===== src/rtl/nco_multiwave.sv =====
// Multi-waveform NCO: phase accumulator with shadowed config applied at phase wrap,
// output phase offset, four waveform shapes and a linear frequency-sweep engine.
module nco_multiwave #(
  parameter int unsigned PHASE_W     = 32,
  parameter int unsigned OUT_W       = 12,
  parameter int unsigned SWEEP_DIV_W = 16
) (
  input  logic                   sys_clk,
  input  logic                   n_rst,
  input  logic                   cfg_valid,
  output logic                   cfg_ready,
  input  logic [PHASE_W-1:0]     cfg_step,
  input  logic [PHASE_W-1:0]     cfg_offset,
  input  logic [1:0]             cfg_wave,
  input  logic [OUT_W-1:0]       cfg_duty,
  input  logic                   cfg_sweep,
  input  logic [PHASE_W-1:0]     cfg_delta,
  input  logic [PHASE_W-1:0]     cfg_stop,
  input  logic [SWEEP_DIV_W-1:0] cfg_div,
  output logic [OUT_W-1:0]       o_wave,
  output logic                   o_clk,
  output logic                   o_wrap,
  output logic                   sweep_done
);

  typedef enum logic [1:0] {StIdle, StRun, StPend, StSweep} state_e;

  state_e state_q, state_d;

  logic [PHASE_W-1:0]     phase_q, phase_d;
  logic [PHASE_W-1:0]     step_q, step_d;
  logic [PHASE_W-1:0]     offset_q, offset_d;
  logic [1:0]             wave_q, wave_d;
  logic [OUT_W-1:0]       duty_q, duty_d;
  logic [PHASE_W-1:0]     delta_q, delta_d;
  logic [PHASE_W-1:0]     stop_q, stop_d;
  logic [SWEEP_DIV_W-1:0] div_q, div_d;
  logic [SWEEP_DIV_W-1:0] cnt_q, cnt_d;
  logic                   from_idle_q, from_idle_d;

  logic [PHASE_W-1:0]     sh_step_q, sh_step_d;
  logic [PHASE_W-1:0]     sh_offset_q, sh_offset_d;
  logic [1:0]             sh_wave_q, sh_wave_d;
  logic [OUT_W-1:0]       sh_duty_q, sh_duty_d;
  logic                   sh_sweep_q, sh_sweep_d;
  logic [PHASE_W-1:0]     sh_delta_q, sh_delta_d;
  logic [PHASE_W-1:0]     sh_stop_q, sh_stop_d;
  logic [SWEEP_DIV_W-1:0] sh_div_q, sh_div_d;

  logic [OUT_W-1:0]       o_wave_q, o_wave_d;
  logic                   o_clk_q, o_clk_d;
  logic                   o_wrap_q;
  logic                   done_q, done_d;

  logic                   transfer;
  logic                   apply;
  logic                   carry;
  logic [PHASE_W:0]       acc_sum;
  logic [PHASE_W:0]       sweep_sum;
  logic                   sweep_hit;
  logic                   start_clamp;
  logic [PHASE_W-1:0]     phase_off;
  logic [OUT_W-1:0]       p;
  logic [OUT_W-1:0]       t;
  logic                   m;

  assign transfer    = cfg_valid & cfg_ready;
  assign acc_sum     = {1'b0, phase_q} + {1'b0, step_q};
  assign carry       = acc_sum[PHASE_W];
  assign apply       = (state_q == StPend) & (from_idle_q | carry);
  assign sweep_sum   = {1'b0, step_q} + {1'b0, delta_q};
  assign sweep_hit   = sweep_sum[PHASE_W] | (sweep_sum[PHASE_W-1:0] >= stop_q);
  assign start_clamp = sh_step_q >= sh_stop_q;

  // State register
  always_ff @(posedge sys_clk or negedge n_rst) begin
    if (!n_rst) begin
      state_q <= StIdle;
    end else begin
      state_q <= state_d;
    end
  end

  // Next-state logic
  always_comb begin
    state_d = state_q;
    unique case (state_q)
      StIdle, StRun: begin
        if (transfer) state_d = StPend;
      end
      StSweep: begin
        if (transfer) begin
          state_d = StPend;
        end else if ((cnt_q == '0) && sweep_hit) begin
          state_d = StRun;
        end
      end
      StPend: begin
        if (apply) begin
          if (sh_step_q == '0) begin
            state_d = StIdle;
          end else if (sh_sweep_q) begin
            // A start step already past the stop clamps; a zero stop leaves no motion.
            if (start_clamp) begin
              state_d = (sh_stop_q == '0) ? StIdle : StRun;
            end else begin
              state_d = StSweep;
            end
          end else begin
            state_d = StRun;
          end
        end
      end
      default: state_d = StIdle;
    endcase
  end

  // FSM outputs
  always_comb begin
    cfg_ready = (state_q != StPend);
  end

  // Accumulator, shadow capture, apply and sweep arithmetic
  always_comb begin
    phase_d     = acc_sum[PHASE_W-1:0];
    step_d      = step_q;
    offset_d    = offset_q;
    wave_d      = wave_q;
    duty_d      = duty_q;
    delta_d     = delta_q;
    stop_d      = stop_q;
    div_d       = div_q;
    cnt_d       = cnt_q;
    from_idle_d = from_idle_q;
    sh_step_d   = sh_step_q;
    sh_offset_d = sh_offset_q;
    sh_wave_d   = sh_wave_q;
    sh_duty_d   = sh_duty_q;
    sh_sweep_d  = sh_sweep_q;
    sh_delta_d  = sh_delta_q;
    sh_stop_d   = sh_stop_q;
    sh_div_d    = sh_div_q;
    done_d      = 1'b0;

    if (transfer) begin
      sh_step_d   = cfg_step;
      sh_offset_d = cfg_offset;
      sh_wave_d   = cfg_wave;
      sh_duty_d   = cfg_duty;
      sh_sweep_d  = cfg_sweep;
      sh_delta_d  = cfg_delta;
      sh_stop_d   = cfg_stop;
      sh_div_d    = cfg_div;
      from_idle_d = (state_q == StIdle);
    end

    if (apply) begin
      step_d   = (sh_sweep_q && start_clamp) ? sh_stop_q : sh_step_q;
      offset_d = sh_offset_q;
      wave_d   = sh_wave_q;
      duty_d   = sh_duty_q;
      delta_d  = sh_delta_q;
      stop_d   = sh_stop_q;
      div_d    = sh_div_q;
      cnt_d    = sh_div_q;
      done_d   = sh_sweep_q & start_clamp & (sh_step_q != '0);
    end else if ((state_q == StSweep) && !transfer) begin
      if (cnt_q == '0) begin
        cnt_d = div_q;
        if (sweep_hit) begin
          step_d = stop_q;
          done_d = 1'b1;
        end else begin
          step_d = sweep_sum[PHASE_W-1:0];
        end
      end else begin
        cnt_d = cnt_q - SWEEP_DIV_W'(1);
      end
    end
  end

  // Waveform shaping from the offset phase
  always_comb begin
    phase_off = phase_q + offset_q;
    p         = OUT_W'(phase_off >> (PHASE_W - OUT_W));
    m         = p[OUT_W-1];
    t         = {p[OUT_W-2:0], 1'b0};
    o_clk_d   = m;
    o_wave_d  = '0;
    unique case (wave_q)
      2'd0:    o_wave_d = {OUT_W{m}};
      2'd1:    o_wave_d = p;
      2'd2:    o_wave_d = m ? ~t : t;
      default: o_wave_d = (p < duty_q) ? {OUT_W{1'b1}} : '0;
    endcase
  end

  always_ff @(posedge sys_clk or negedge n_rst) begin
    if (!n_rst) begin
      phase_q     <= '0;
      step_q      <= '0;
      offset_q    <= '0;
      wave_q      <= '0;
      duty_q      <= '0;
      delta_q     <= '0;
      stop_q      <= '0;
      div_q       <= '0;
      cnt_q       <= '0;
      from_idle_q <= 1'b0;
      sh_step_q   <= '0;
      sh_offset_q <= '0;
      sh_wave_q   <= '0;
      sh_duty_q   <= '0;
      sh_sweep_q  <= 1'b0;
      sh_delta_q  <= '0;
      sh_stop_q   <= '0;
      sh_div_q    <= '0;
      o_wave_q    <= '0;
      o_clk_q     <= 1'b0;
      o_wrap_q    <= 1'b0;
      done_q      <= 1'b0;
    end else begin
      phase_q     <= phase_d;
      step_q      <= step_d;
      offset_q    <= offset_d;
      wave_q      <= wave_d;
      duty_q      <= duty_d;
      delta_q     <= delta_d;
      stop_q      <= stop_d;
      div_q       <= div_d;
      cnt_q       <= cnt_d;
      from_idle_q <= from_idle_d;
      sh_step_q   <= sh_step_d;
      sh_offset_q <= sh_offset_d;
      sh_wave_q   <= sh_wave_d;
      sh_duty_q   <= sh_duty_d;
      sh_sweep_q  <= sh_sweep_d;
      sh_delta_q  <= sh_delta_d;
      sh_stop_q   <= sh_stop_d;
      sh_div_q    <= sh_div_d;
      o_wave_q    <= o_wave_d;
      o_clk_q     <= o_clk_d;
      o_wrap_q    <= carry;
      done_q      <= done_d;
    end
  end

  assign o_wave     = o_wave_q;
  assign o_clk      = o_clk_q;
  assign o_wrap     = o_wrap_q;
  assign sweep_done = done_q;

endmodule

===== config.mk =====
export PLATFORM = sky130hd
export DESIGN_NAME = nco_multiwave
export DESIGN_NICKNAME = d
export VERILOG_FILES = /design/src/rtl/nco_multiwave.sv
export SDC_FILE = /design/constraint.sdc
export NUM_CORES = 1
export LEC_CHECK = 0
export BUFFER_PORTS_ARGS = -buffer_cell sky130_fd_sc_hd__buf_4
export CAP_MARGIN = 0
export CORE_ASPECT_RATIO = 0.75
export CORE_MARGIN = 4
export CORE_UTILIZATION = 65
export DETAILED_ROUTE_END_ITERATION = 10
export PLACE_DENSITY_LB_ADDON = 0.08
export SKIP_LAST_GASP = 1
export SLEW_MARGIN = 20
export SYNTH_ARGS = -nofsm -noshare
export SYNTH_HDL_FRONTEND = slang
export SYNTH_SLANG_ARGS = --single-unit

===== constraint.sdc =====
create_clock -name sys_clk -period 8.4 [get_ports sys_clk]
set_clock_uncertainty 0.05 [all_clocks]
set_input_delay 0.84 -clock sys_clk [delete_from_list [all_inputs] [get_ports sys_clk]]
set_output_delay 0.84 -clock sys_clk [all_outputs]
set_load 0.01 [all_outputs]

==> tab_implementation.tex <==
\begin{tabular}{lr}
\hline
Metric & Value \\
\hline
\multicolumn{2}{l}{\textbf{Route}} \\
Average vias per placed instance & between 6 and 7 \\
DRC viols & 0 \\
Wire length per cell after detailed routing & 19.1 µm \\
DR vias & 16500 \\
Final antenna-violating net count & 0 \\
TritonRoute pass-1 iters & 6 \\
Aggregate routed wire length & 52.0 mm \\
Number of DRC markers in iteration 0 & between 1500 and 2000 \\
\multicolumn{2}{l}{\textbf{Global routing}} \\
Global-route wire length before repair & 83.4 mm \\
Via count of the first global-routing pass & 15800 \\
Gr usage total & 0.287 \\
Met1 layer usage reported by global route & 0.446 \\
Global-route layer with the greatest usage & met1 \\
Global routing met2 resource utilization & 0.435 \\
Largest net degree at the start of global routing & 157 \\
Number of antenna violations at the first check in global routing & 0 \\
Residual overflow from global routing & 0 \\
Met3 demand-to-capacity share in global routing & 0.0417 \\
\multicolumn{2}{l}{\textbf{Worst setup path}} \\
Arrival time worst endpoint & 5.63 ns \\
Depth of the worst register-to-register path & 20 \\
Worst R2R Setup Slack & 3.10 ns \\
Kind of capture point of the worst setup path & register \\
Setup crit start kind & register \\
Maximum fanout count along the critical path & 33 \\
Data required time of the worst path & 8.73 ns \\
Class of the most critical setup path & register to register \\
Launch point of the worst reg-to-reg path & step\_q[0] \\
Worst r2r dst & step\_q[27] \\
\multicolumn{2}{l}{\textbf{CTS}} \\
Register clock-pin slew on the reported worst setup and hold paths & about 0.060 ns \\
Later-pin clock latency in the skew report & between 0.5 and 0.6 ns \\
CTS max path bufs & 3 \\
Total setup buffers inserted after CTS & 0 \\
Sink Count & 383 \\
Number of buffers added by the clock tree synthesis step & 38 \\
Number of buffers inserted for hold repair after clock tree synthesis & 0 \\
Max H-tree Level & 2 \\
CTS Root Buffer Type & clkbuf\_16 \\
CTS tree & built \\
CTS resizes & 0 \\
\multicolumn{2}{l}{\textbf{Floorplanning}} \\
Number of cell rows & 57 \\
Die outline width & between 200 and 250 µm \\
Core area & roughly 0.033 mm² \\
Overall die height & roughly 170 µm \\
Top-level I/O count & 178 \\
Area of the die & 0.0361 mm² \\
Initial core utilization & 0.661 \\
\multicolumn{2}{l}{\textbf{Logic synthesis}} \\
Instance count of the mapped netlist & 2117 \\
Async set-or-reset flop fraction in the synthesized netlist & 1.00 \\
Predominant post-synthesis flop cell & dfrtp\_1 \\
Synthesized Nets & 2452 \\
Seq cells post-synth & 383 \\
Netlist area before placement & 0.0215 mm² \\
Number of distinct library cell variants in the gate-level netlist after synthesis & 87 \\
Yosys warning count & 0 \\
Number of enable-type register cells in the synthesized netlist & 0 \\
Portion of the post-synthesis area used by sequential elements & 0.446 \\
Mapped Avg Cell Area & 10.2 µm² \\
\multicolumn{2}{l}{\textbf{Layout}} \\
Antenna cell count & 0 \\
Commonest non-fill, non-tap cells in the layout & 383 x dfrtp\_1, 350 x nand2\_1, 182 x buf\_4 \\
Post-route cell area & approximately 0.024 mm² \\
Sequential standard cell area & roughly 0.0096 mm² \\
Net count, final & approximately 2600 \\
Multi-input gate area & 0.0111 mm² \\
Fraction of final layout cells sized beyond drive strength 1 & 0.196 \\
Most common cell after layout, fill and taps aside & dfrtp\_1 \\
Area added between synthesis and finish & 13.1\% \\
Fillcell total & 2313 \\
\multicolumn{2}{l}{\textbf{Place}} \\
Post-detailed-placement half-perimeter wirelength & 37.6 mm \\
Area post-placement & 0.0230 mm² \\
Weighted congestion reported at the end of routability-driven placement & 0.898 \\
Count of port buffers added during placement & 177 \\
\multicolumn{2}{l}{\textbf{Job}} \\
Max-capacitance violation count & 0 \\
\multicolumn{2}{l}{\textbf{Min path}} \\
Worst min path class & input port to async pin \\
\multicolumn{2}{l}{\textbf{Timing}} \\
Final hold vios & 0 \\
Final clock period utilization by the worst path & 0.631 \\
Final period demand of the worst path & about 5.3 ns \\
Total Neg Setup Slack & 0 ns \\
Maximum clock rate & around 190 MHz \\
Slew HR & 0.280 \\
Max-slew violations & 0 \\
Setup repair after global routing missed its margin & no \\
Transition time at the pin with the least slew margin & 1.08 ns \\
Worst hold slack & about 0.24 ns \\
\# setup viols final & 0 \\
\multicolumn{2}{l}{\textbf{Status}} \\
Outcome & finished clean \\
\hline
\end{tabular}
state kept, by name, indices dropped and copies added, names as in the netlist, 2 cells and up:
| name | count |
|---|---|
| cnt_q | 16 |
| duty_q | 12 |
| sh_step_q | 32 |
| step_q | 32 |
| sh_offset_q | 32 |
| delta_q | 32 |
| o_wave | 12 |
| offset_q | 32 |
| sh_wave_q | 2 |
| phase_q | 32 |
| sh_duty_q | 12 |
| wave_q | 2 |
| sh_div_q | 16 |
| div_q | 16 |
| sh_delta_q | 32 |
| stop_q | 32 |
| state_q | 2 |
| sh_stop_q | 32 |
cell type report:
| class | instances | share of cell area |
|---|---|---|
| clock buffers | 52 | 0.0442 |
| clock inverters | 16 | 0.00757 |
| inverters | 110 | 0.0170 |
| multi-input cells | 1535 | 0.456 |
| flip-flops and latches | 383 | 0.394 |
| well taps | 442 | 0.0228 |
| repair buffers | 185 | 0.0585 |
stage by stage:
stage          cells  setup WS, ns  utilization
6_report        2723          3.10        0.747
4_1_cts         2723          3.15        0.747
3_3_place_gp    2655          3.36        0.709
2_1_floorplan   2117          4.14            -
5_1_grt         2723          2.81        0.747
3_5_place_dp    2655          3.17        0.709
layer usage:
layer / wire [µm] / up-vias
li1: - / 7784
met1: 24900 / 8079
met2: 22700 / 531
met3: 3600 / 60
met4: 821 / 0
met5: 0 / -
synth_stat cells, drive strengths merged, types with 26 or more instances:
cell | instances | area, µm²
buf | 48 | 294
xnor2 | 53 | 479
inv | 110 | 413
ha | 171 | 2140
mux2 | 163 | 1840
a21oi | 122 | 622
dfrtp | 383 | 9580
xor2 | 26 | 228
o21ai | 98 | 490
nor2 | 101 | 387
nand3 | 26 | 135
clkbuf | 41 | 154
a21o | 69 | 518
nand2 | 354 | 1330
mux2i | 46 | 460
worst max-delay path by stage:
stage                   start          to  slack, ns  depth (start not counted)
CTS                 step_q[0]  step_q[27]       3.15                         20
detailed placement  step_q[0]  step_q[27]       3.17                         20
global route        step_q[0]  step_q[27]       2.81                         18
global placement    step_q[0]  step_q[27]       3.36                         20
floorplan           step_q[0]  step_q[13]       4.14                         20
finish              step_q[0]  step_q[27]       3.10                         20
critical path, stage by stage, from the launching register on:
cell      delay [ns]
dfrtp_1         0.42
ha_1            0.25
fa_1            0.41
a21oi_1         0.22
o21ai_1         0.13
a211oi_2        0.28
or4_4           0.20
o211ai_4        0.11
a41o_1          0.29
a31o_1          0.25
a21boi_2        0.18
xnor2_2         0.10
ha_1            0.29
nand4_1         0.11
nor2_1          0.16
inv_1           0.06
o31a_1          0.32
nand2_2         0.76
nand2_1         0.25
o22ai_1         0.24
a211oi_1        0.07
kinds of logic after synthesis:
kind of cell,after synthesis,share of synthesized area
AND/OR/NAND/NOR,606,0.124
AO/OA/AOI/OAI,468,0.149
flip-flops,383,0.446
multiplexers,209,0.107
XOR/XNOR,79,0.0329
buffers and inverters,199,0.0401
adder cells (fa/ha/maj),173,0.101
Power is not shown: default switching activity piles up to over one toggle a cycle in this logic, so the estimate is an artifact.
